### src/rtl/audio_cfg_seq.sv
// audio_cfg_seq: writes a fixed 11-entry WM8731 register table over an
// open-drain I2C bus, one START..STOP transaction per entry.
// Optional build macro AUDIO_CFG_RETRY_EN: a NACKed entry is retried after
// the inter-transaction gap, up to 3 retries, before error is raised.
// Without it the first NACK ends the sequence in the error state.
module audio_cfg_seq #(
  parameter int         CLK_HZ   = 50000000,
  parameter int         I2C_HZ   = 100000,
  parameter logic [6:0] DEV_ADDR = 7'h1A
) (
  input  logic       clk_clk,
  input  logic       reset_n_reset_n,
  input  logic       start,
  output logic       busy,
  output logic       done,
  output logic       error,
  output logic [3:0] entry_idx,
  output logic       i2c_sclk,
  output logic       i2c_sdat_oe,
  input  logic       i2c_sdat_in
);

  // Quarter-bit period in system clocks; clamp so tiny ratios still tick.
  localparam int Q_RAW = CLK_HZ / (4 * I2C_HZ);
  localparam int Q     = (Q_RAW < 1) ? 1 : Q_RAW;
  localparam int QW    = (Q > 1) ? $clog2(Q) : 1;
  localparam logic [QW-1:0] Q_LAST = QW'(Q - 1);

  localparam logic [3:0] LAST_ENTRY = 4'd10;
  localparam logic [2:0] GAP_LAST   = 3'd7;

  typedef enum logic [2:0] {
    ST_IDLE,
    ST_START,
    ST_BIT,
    ST_ACK,
    ST_STOP,
    ST_GAP,
    ST_DONE,
    ST_ERR
  } state_t;

  state_t      state;
  logic [1:0]  ph;        // quarter within the current bit / condition
  logic [2:0]  bitn;      // bits remaining in current byte minus one
  logic [1:0]  byte_sel;  // 0 = address, 1 = {reg,data[8]}, 2 = data[7:0]
  logic [7:0]  shreg;
  logic [2:0]  gcnt;
  logic        nack_f;
  logic [QW-1:0] qcnt;
  logic        tick;
  logic        start_ok;
  logic        sdat_p0;
  logic        sdat_p1;
`ifdef AUDIO_CFG_RETRY_EN
  logic [1:0]  retry_cnt;
`endif

  // Register table: {reg[6:0], data[8:0]} in write order.
  function automatic logic [15:0] cfg_word(input logic [3:0] idx);
    case (idx)
      4'd0:    cfg_word = {7'd15, 9'h000};
      4'd1:    cfg_word = {7'd0,  9'h017};
      4'd2:    cfg_word = {7'd1,  9'h017};
      4'd3:    cfg_word = {7'd2,  9'h079};
      4'd4:    cfg_word = {7'd3,  9'h079};
      4'd5:    cfg_word = {7'd4,  9'h012};
      4'd6:    cfg_word = {7'd5,  9'h000};
      4'd7:    cfg_word = {7'd6,  9'h000};
      4'd8:    cfg_word = {7'd7,  9'h042};
      4'd9:    cfg_word = {7'd8,  9'h000};
      default: cfg_word = {7'd9,  9'h001};
    endcase
  endfunction

  // Byte sel of the transaction for table entry idx.
  function automatic logic [7:0] byte_of(input logic [3:0] idx, input logic [1:0] sel);
    logic [15:0] w;
    w = cfg_word(idx);
    case (sel)
      2'd0:    byte_of = {DEV_ADDR, 1'b0};
      2'd1:    byte_of = w[15:8];
      default: byte_of = w[7:0];
    endcase
  endfunction

  assign start_ok = start && ((state == ST_IDLE) || (state == ST_DONE) || (state == ST_ERR));
  assign tick     = busy && (qcnt == Q_LAST);

  // Two-flop synchroniser for the asynchronous SDAT pad input.
  always_ff @(posedge clk_clk) begin
    sdat_p0 <= i2c_sdat_in;
    sdat_p1 <= sdat_p0;
  end

  // Quarter-bit tick counter; held at zero whenever no sequence is running.
  always_ff @(posedge clk_clk or negedge reset_n_reset_n) begin
    if (!reset_n_reset_n) begin
      qcnt <= '0;
    end else if (!busy || tick) begin
      qcnt <= '0;
    end else begin
      qcnt <= qcnt + 1'b1;
    end
  end

  // Sequencer FSM: all bus lines and status flags are registered here.
  always_ff @(posedge clk_clk or negedge reset_n_reset_n) begin
    if (!reset_n_reset_n) begin
      state       <= ST_IDLE;
      ph          <= 2'd0;
      bitn        <= 3'd0;
      byte_sel    <= 2'd0;
      shreg       <= 8'd0;
      gcnt        <= 3'd0;
      nack_f      <= 1'b0;
      busy        <= 1'b0;
      done        <= 1'b0;
      error       <= 1'b0;
      entry_idx   <= 4'd0;
      i2c_sclk    <= 1'b1;
      i2c_sdat_oe <= 1'b0;
`ifdef AUDIO_CFG_RETRY_EN
      retry_cnt   <= 2'd0;
`endif
    end else if (start_ok) begin
      state       <= ST_START;
      ph          <= 2'd0;
      nack_f      <= 1'b0;
      busy        <= 1'b1;
      done        <= 1'b0;
      error       <= 1'b0;
      entry_idx   <= 4'd0;
      i2c_sclk    <= 1'b1;
      i2c_sdat_oe <= 1'b0;
`ifdef AUDIO_CFG_RETRY_EN
      retry_cnt   <= 2'd0;
`endif
    end else if (tick) begin
      case (state)
        // START: SDAT falls with SCLK high, SCLK falls one tick later.
        ST_START: begin
          if (ph == 2'd0) begin
            i2c_sdat_oe <= 1'b1;
            ph          <= 2'd1;
          end else begin
            i2c_sclk <= 1'b0;
            ph       <= 2'd0;
            bitn     <= 3'd7;
            byte_sel <= 2'd0;
            shreg    <= byte_of(entry_idx, 2'd0);
            state    <= ST_BIT;
          end
        end
        // Data bit: set SDAT in quarter 0 (SCLK low), SCLK high in 1-2.
        ST_BIT: begin
          case (ph)
            2'd0: begin
              i2c_sdat_oe <= ~shreg[7];
              ph          <= 2'd1;
            end
            2'd1: begin
              i2c_sclk <= 1'b1;
              ph       <= 2'd2;
            end
            2'd2: ph <= 2'd3;
            2'd3: begin
              i2c_sclk <= 1'b0;
              ph       <= 2'd0;
              shreg    <= {shreg[6:0], 1'b0};
              if (bitn == 3'd0) begin
                state <= ST_ACK;
              end else begin
                bitn <= bitn - 3'd1;
              end
            end
          endcase
        end
        // ACK slot: release SDAT, sample at the SCLK-high midpoint.
        ST_ACK: begin
          case (ph)
            2'd0: begin
              i2c_sdat_oe <= 1'b0;
              ph          <= 2'd1;
            end
            2'd1: begin
              i2c_sclk <= 1'b1;
              ph       <= 2'd2;
            end
            2'd2: begin
              nack_f <= sdat_p1;
              ph     <= 2'd3;
            end
            2'd3: begin
              i2c_sclk <= 1'b0;
              ph       <= 2'd0;
              if (nack_f || (byte_sel == 2'd2)) begin
                state <= ST_STOP;
              end else begin
                byte_sel <= byte_sel + 2'd1;
                shreg    <= byte_of(entry_idx, byte_sel + 2'd1);
                bitn     <= 3'd7;
                state    <= ST_BIT;
              end
            end
          endcase
        end
        // STOP: pull SDAT low with SCLK low, raise SCLK, then release SDAT.
        ST_STOP: begin
          case (ph)
            2'd0: begin
              i2c_sdat_oe <= 1'b1;
              ph          <= 2'd1;
            end
            2'd1: begin
              i2c_sclk <= 1'b1;
              ph       <= 2'd2;
            end
            2'd2: begin
              i2c_sdat_oe <= 1'b0;
              ph          <= 2'd3;
            end
            2'd3: begin
              ph <= 2'd0;
              if (nack_f) begin
`ifdef AUDIO_CFG_RETRY_EN
                if (retry_cnt == 2'd3) begin
                  state <= ST_ERR;
                  busy  <= 1'b0;
                  error <= 1'b1;
                end else begin
                  retry_cnt <= retry_cnt + 2'd1;
                  gcnt      <= 3'd0;
                  state     <= ST_GAP;
                end
`else
                state <= ST_ERR;
                busy  <= 1'b0;
                error <= 1'b1;
`endif
              end else if (entry_idx == LAST_ENTRY) begin
                state <= ST_DONE;
                busy  <= 1'b0;
                done  <= 1'b1;
              end else begin
                gcnt  <= 3'd0;
                state <= ST_GAP;
              end
            end
          endcase
        end
        // Bus idle for 8 ticks; advance the entry unless retrying it.
        ST_GAP: begin
          if (gcnt == GAP_LAST) begin
            state  <= ST_START;
            ph     <= 2'd0;
            nack_f <= 1'b0;
            if (!nack_f) begin
              entry_idx <= entry_idx + 4'd1;
`ifdef AUDIO_CFG_RETRY_EN
              retry_cnt <= 2'd0;
`endif
            end
          end else begin
            gcnt <= gcnt + 3'd1;
          end
        end
        default: ;
      endcase
    end
  end

endmodule
### config.mk
export PLATFORM = sky130hd
export DESIGN_NAME = audio_cfg_seq
export DESIGN_NICKNAME = d
export VERILOG_FILES = /design/src/rtl/audio_cfg_seq.sv
export SDC_FILE = /design/constraint.sdc
export NUM_CORES = 1
export LEC_CHECK = 0
export CORE_MARGIN = 8
export CORE_UTILIZATION = 50
export DETAILED_ROUTE_END_ITERATION = 10
export GPL_TIMING_DRIVEN = 0
export PLACE_DENSITY = 0.68
export SLEW_MARGIN = 20
export SYNTH_ARGS = -nofsm -noshare
export SYNTH_HDL_FRONTEND = slang
export SYNTH_SLANG_ARGS = --single-unit
### constraint.sdc
create_clock -name clk_clk -period 5.42 [get_ports clk_clk]
set_clock_uncertainty 0.1 [all_clocks]
set_input_delay 0.542 -clock clk_clk [delete_from_list [all_inputs] [get_ports clk_clk]]
set_output_delay 0.542 -clock clk_clk [all_outputs]
set_load 0.02 [all_outputs]
### Word level (Yosys, flattened, before mapping)

Memory sizes are Yosys's and may differ from the RTL's.
Cells that the tools add are included.
Widths: inputs -> output; s select.

* register bits after elaboration: 40
* ROM bits: 176
* input bits: 4
* output and inout bits: 9
* logic and storage cells: 184
* memories kept: 1

* $add $sub $neg: 5
* equality and inequality tests: 38
* multiplexer cells: 80
* bitwise gates (word level): 2
* reduce and logical (&&, ||, !) cells: 42

Memories
* (no name shown): depth 16, width 11, rd ports 1, clocked after memory_dff 0, write ports 0, line 61 `case (idx)`

Operators by type and width (number)
* $mux 3: 18
* $mux 8: 4
* $mux 1: 31
* $ne 3x3->1 const B: 10
* $pmux 8 s3: 1
* $mux 4: 5
* $ne 2x2->1 const B: 9
* $reduce_bool 2->1: 9
* $mux 2: 8
* $pmux 8 s2: 1
* $reduce_and 4->1: 4
* $reduce_and 8->1: 2
* $eq 3x3->1 const B: 5
* $pmux 3 s5: 1
* $reduce_and 7->1: 2
* $reduce_and 6->1: 2
* $reduce_and 5->1: 2
* $pmux 3 s3: 1
* $reduce_bool 3->1: 3
* $pmux 2 s4: 1
* $reduce_bool 4->1: 2
* $add 7x1->7 const B: 1
* $eq 7x7->1 const B: 1
* $mux 7: 1
* 30 further kinds: 43

### Logic depth before layout (Yosys ltp)

* word-level depth: 7
* depth in mapped cells: 8
* gate-level depth less buffers: 7

### Worst setup path after synthesis

Ideal clock, no wire load.

* path type: reg2reg
* from: register entry_idx[0]
* to: register shreg[2]
* library setup time: 0.125 ns
* arrival: 2.044 ns
* data required time: 5.195 ns
* slack: 3.152 ns
* cell stages (with the launch flop): 8
* buffers on the path: 0
* period minus slack after synthesis: 2.268 ns
* path through: dfrtp_1 -> inv_1 -> ha_1 -> nor2b_1 -> a21o_1 -> a211o_1 -> a221o_1 -> mux2_2

* word-level cells in the longest chain between the ends: 5

RTL lines
* start, declared: line 17 `output logic [3:0] entry_idx,`
* start signal, assigned: line 259 `entry_idx <= entry_idx + 4'd1;`
* $mem_v2 16x11
* $pmux 8 s2: line 80 `case (sel)`
* $mux 8: line 197 `if (nack_f || (byte_sel == 2'd2)) begin`
* $mux 8: line 181 `case (ph)`
* $pmux 8 s3: line 140 `case (state)`
* end signal, assigned: line 151 `shreg <= byte_of(entry_idx, 2'd0);`
* end signal, assigned: line 170 `shreg <= {shreg[6:0], 1'b0};`
* end signal, assigned: line 201 `shreg <= byte_of(entry_idx, byte_sel + 2'd1);`
* end, declared: line 47 `logic [7:0] shreg;`

No other way between the ends. The select of a mux whose other input is x is not followed.
A chain may end at the register's enable or synchronous reset.

### Final worst setup path

Ends and elaborated chain as after synthesis.

==> metrics.cfg <==
[floorplanning]
dieWidth_um=90.0
core_um2=5410
die_height_um=90.0
die-area_um2=8100
ios=13
fp-row-count=27
start_util_pct=50.6

[logic_synthesis]
synth_cell_types=67
synthArstFlopShare_pct=95.0
yosysWarnings=0
synth-main-ff-cell=dfrtp_1
syn-cell-area_um2=2740
seq_area_frac_synth_pct=36.3
synth_edf_count=0
syn-num-nets=329
synth_cells=306
avgSynthCellArea_um2=8.94
ys_seq_elements=40

[layout]
syn_to_final_growth_pct=11.8
antenna_cells=0
final_common_cell=dfrtp_1
fin_nets=348
post-route-cell-area_um2=3060
layout_common_cells=dfrtp_1, nand2_1, nor2_1
drive_above_1_share_pct=11.7

[global_route]
antenna_found_initial=0
grt_pass1_vias=2159
gr-total-overflow=0
grt_first_pass_wirelength_mm=10.5
grt_max_degree=26
gr-usage-all-layers_pct=15.3

[detailed_routing]
drt-pass1-iter-count=4
met3_length_um=223
finalWirelength_mm=6.23
top_layer=met4
vias=2316
drc=0
wl_met1_mm=2.97
avgViaCountPerCell=5.82
drtAntennaViolNets=0
drt-initial-drc-count=206
avgRoutedWirePerCell_um=15.6
wl_met2_mm=2.95

[timing]
fin_tns_setup_ps=0
tightestPinTransition_ps=659
min_period_ps=2320
rsz0062_at_grt=no
slew_violations=0
period_share_pct=42.7
relSlewSlack_pct=56.0
hold_violations=0
max_freq_ghz=0.432
setup_viol=0

[clock_network]
clk_pin_slew_ps=80
clock_path_buffers=2
cts_num_sinks=40
post_cts_buffers=0
cts-root-buf=clkbuf_8
cts_hold_buf=0
h-tree-depth=2
ctsResizeCount=0
numCtsBuffers=5
clock_latency_ps=290
cts_tree=done

[critical_path]
cp-start-kind=register
ff2ff_path_depth=7
r2r_slack_ps=3100
r2r_end=shreg[2]
reg2reg_from=entry_idx[0]
end_kind=register
cp_data_required_time_ps=5500
cp.arrival_ps=2390
cp_max_fo=8
critical_path_class=register to register

[status]
status=finished clean

[pwr]
leakagePower_nw=1.35
vdd_drop_max_uv=175
p_per_area_nw_per_um2=180
p_total_mw=0.551

[place]
gp_congestion=0.849
placed_area_um2=2950
io_buffers=11
dp.final_hpwl_mm=4.68

[min_path]
hold_path_class=input pin to asynchronous set/reset pin

[job]
drv_cap=0

cell families (layout without fill, tap and decap cells):
| logic type | after synthesis | count (layout) | synth area share (%) |
|---|---|---|---|
| simple gates | 124 | 124 | 24.8 |
| mux | 10 | 10 | 3.89 |
| buf+inv | 29 | 49 | 4.98 |
| compound gates | 76 | 76 | 18.8 |
| fa+ha+maj | 19 | 19 | 8.69 |
| flops | 40 | 40 | 36.3 |
| xor+xnor | 8 | 8 | 2.56 |
flip-flops by register name (all words and copies together), names as in the netlist:
register     cells
done             1
qcnt             7
sdat_p0          1
nack_f           1
byte_sel         2
gcnt             3
bitn             3
entry_idx        4
busy             1
shreg            8
i2c_sclk         1
sdat_p1          1
state            3
ph               2
i2c_sdat_oe      1
error            1
how the worst max path moves through the flow:
stage,startpoint,depth (start not counted),endpoint
6_report,entry_idx[0],7,shreg[2]
5_1_grt,entry_idx[1],7,shreg[2]
4_1_cts,entry_idx[0],7,shreg[2]
3_5_place_dp,entry_idx[0],7,shreg[2]
3_3_place_gp,reset_n_reset_n,1,shreg[5]
2_1_floorplan,entry_idx[0],7,shreg[2]
layout make-up:
cell class / count / area, µm²
plain buffers: 14 / 80.1
clock buffers: 6 / 72.6
clock inverters: 2 / 35.0
fillers: 494 / 2350
inverters: 15 / 56.3
multi-input cells: 237 / 1610
flip-flops and latches: 40 / 992
well taps: 72 / 90.1
repair buffers: 12 / 125
synth_stat cells (2+ instances only):
| master | instances | area (µm²) |
|---|---|---|
| clkbuf_1 | 4 | 15.0 |
| nand3_1 | 11 | 55.1 |
| nor3_1 | 3 | 15.0 |
| a21o_1 | 4 | 30.0 |
| buf_4 | 4 | 30.0 |
| o21a_1 | 2 | 15.0 |
| dfxtp_1 | 2 | 40.0 |
| nand2b_1 | 11 | 68.8 |
| dfrtp_1 | 37 | 926 |
| xor2_1 | 7 | 61.3 |
| a221o_1 | 2 | 20.0 |
| a21oi_1 | 11 | 55.1 |
| a211oi_1 | 5 | 37.5 |
| a31oi_1 | 4 | 25.0 |
| o2111ai_1 | 2 | 17.5 |
| nor2_1 | 28 | 105 |
| buf_2 | 4 | 20.0 |
| and4_1 | 2 | 17.5 |
| o22ai_1 | 3 | 18.8 |
| o21ai_0 | 15 | 75.1 |
| mux2i_1 | 5 | 50.1 |
| o211ai_1 | 3 | 22.5 |
| ha_1 | 19 | 238 |
| or2_2 | 2 | 12.5 |
| nand2_1 | 36 | 135 |
| nand4_1 | 4 | 25.0 |
| nor2b_1 | 5 | 31.3 |
| nand3b_1 | 2 | 15.0 |
| o31ai_1 | 2 | 15.0 |
| and3_1 | 5 | 31.3 |
| nor3_2 | 2 | 20.0 |
| nor4_2 | 3 | 37.5 |
| o21ai_1 | 7 | 35.0 |
| inv_1 | 14 | 52.6 |
| mux2_2 | 4 | 45.0 |
routing by layer:
metal  global-route usage (%)  vias up
met1                     20.7     1122
met4                     4.85        0
met5                        0        -
met3                     2.58       12
li1                         -     1132
met2                     24.1       50
worst max-delay path, cell delays in order, from the launching register on:
cell and delay [ps]:
dfrtp_1 490, inv_1 130, ha_1 290, nor2b_1 170
a21o_1 190, a211o_1 290, a221o_1 290, mux2_2 250
metrics by stage:
| stage | worst slack (ps) | util [%] | hold WS, ps | cells |
|---|---|---|---|---|
| 3_5_place_dp | 3130 | 54.6 | 215 | 390 |
| 6_report | 3100 | 56.6 | 47.0 | 398 |
| 3_3_place_gp | 2750 | 54.3 | 214 | 389 |
| 5_1_grt | 3020 | 56.6 | 62.7 | 398 |
| 2_1_floorplan | 3150 | - | 146 | 306 |
| 4_1_cts | 3110 | 56.6 | 56.7 | 398 |
power breakdown:
| group | switching [mW] | internal, mW | leakage [nW] |
|---|---|---|---|
| logic | 0.00740 | 0.00282 | 0.803 |
| clock network | 0.105 | 0.137 | 0.0552 |
| registers | 0.000220 | 0.299 | 0.488 |
No activity file was read; power rests on OpenSTA's default activity.
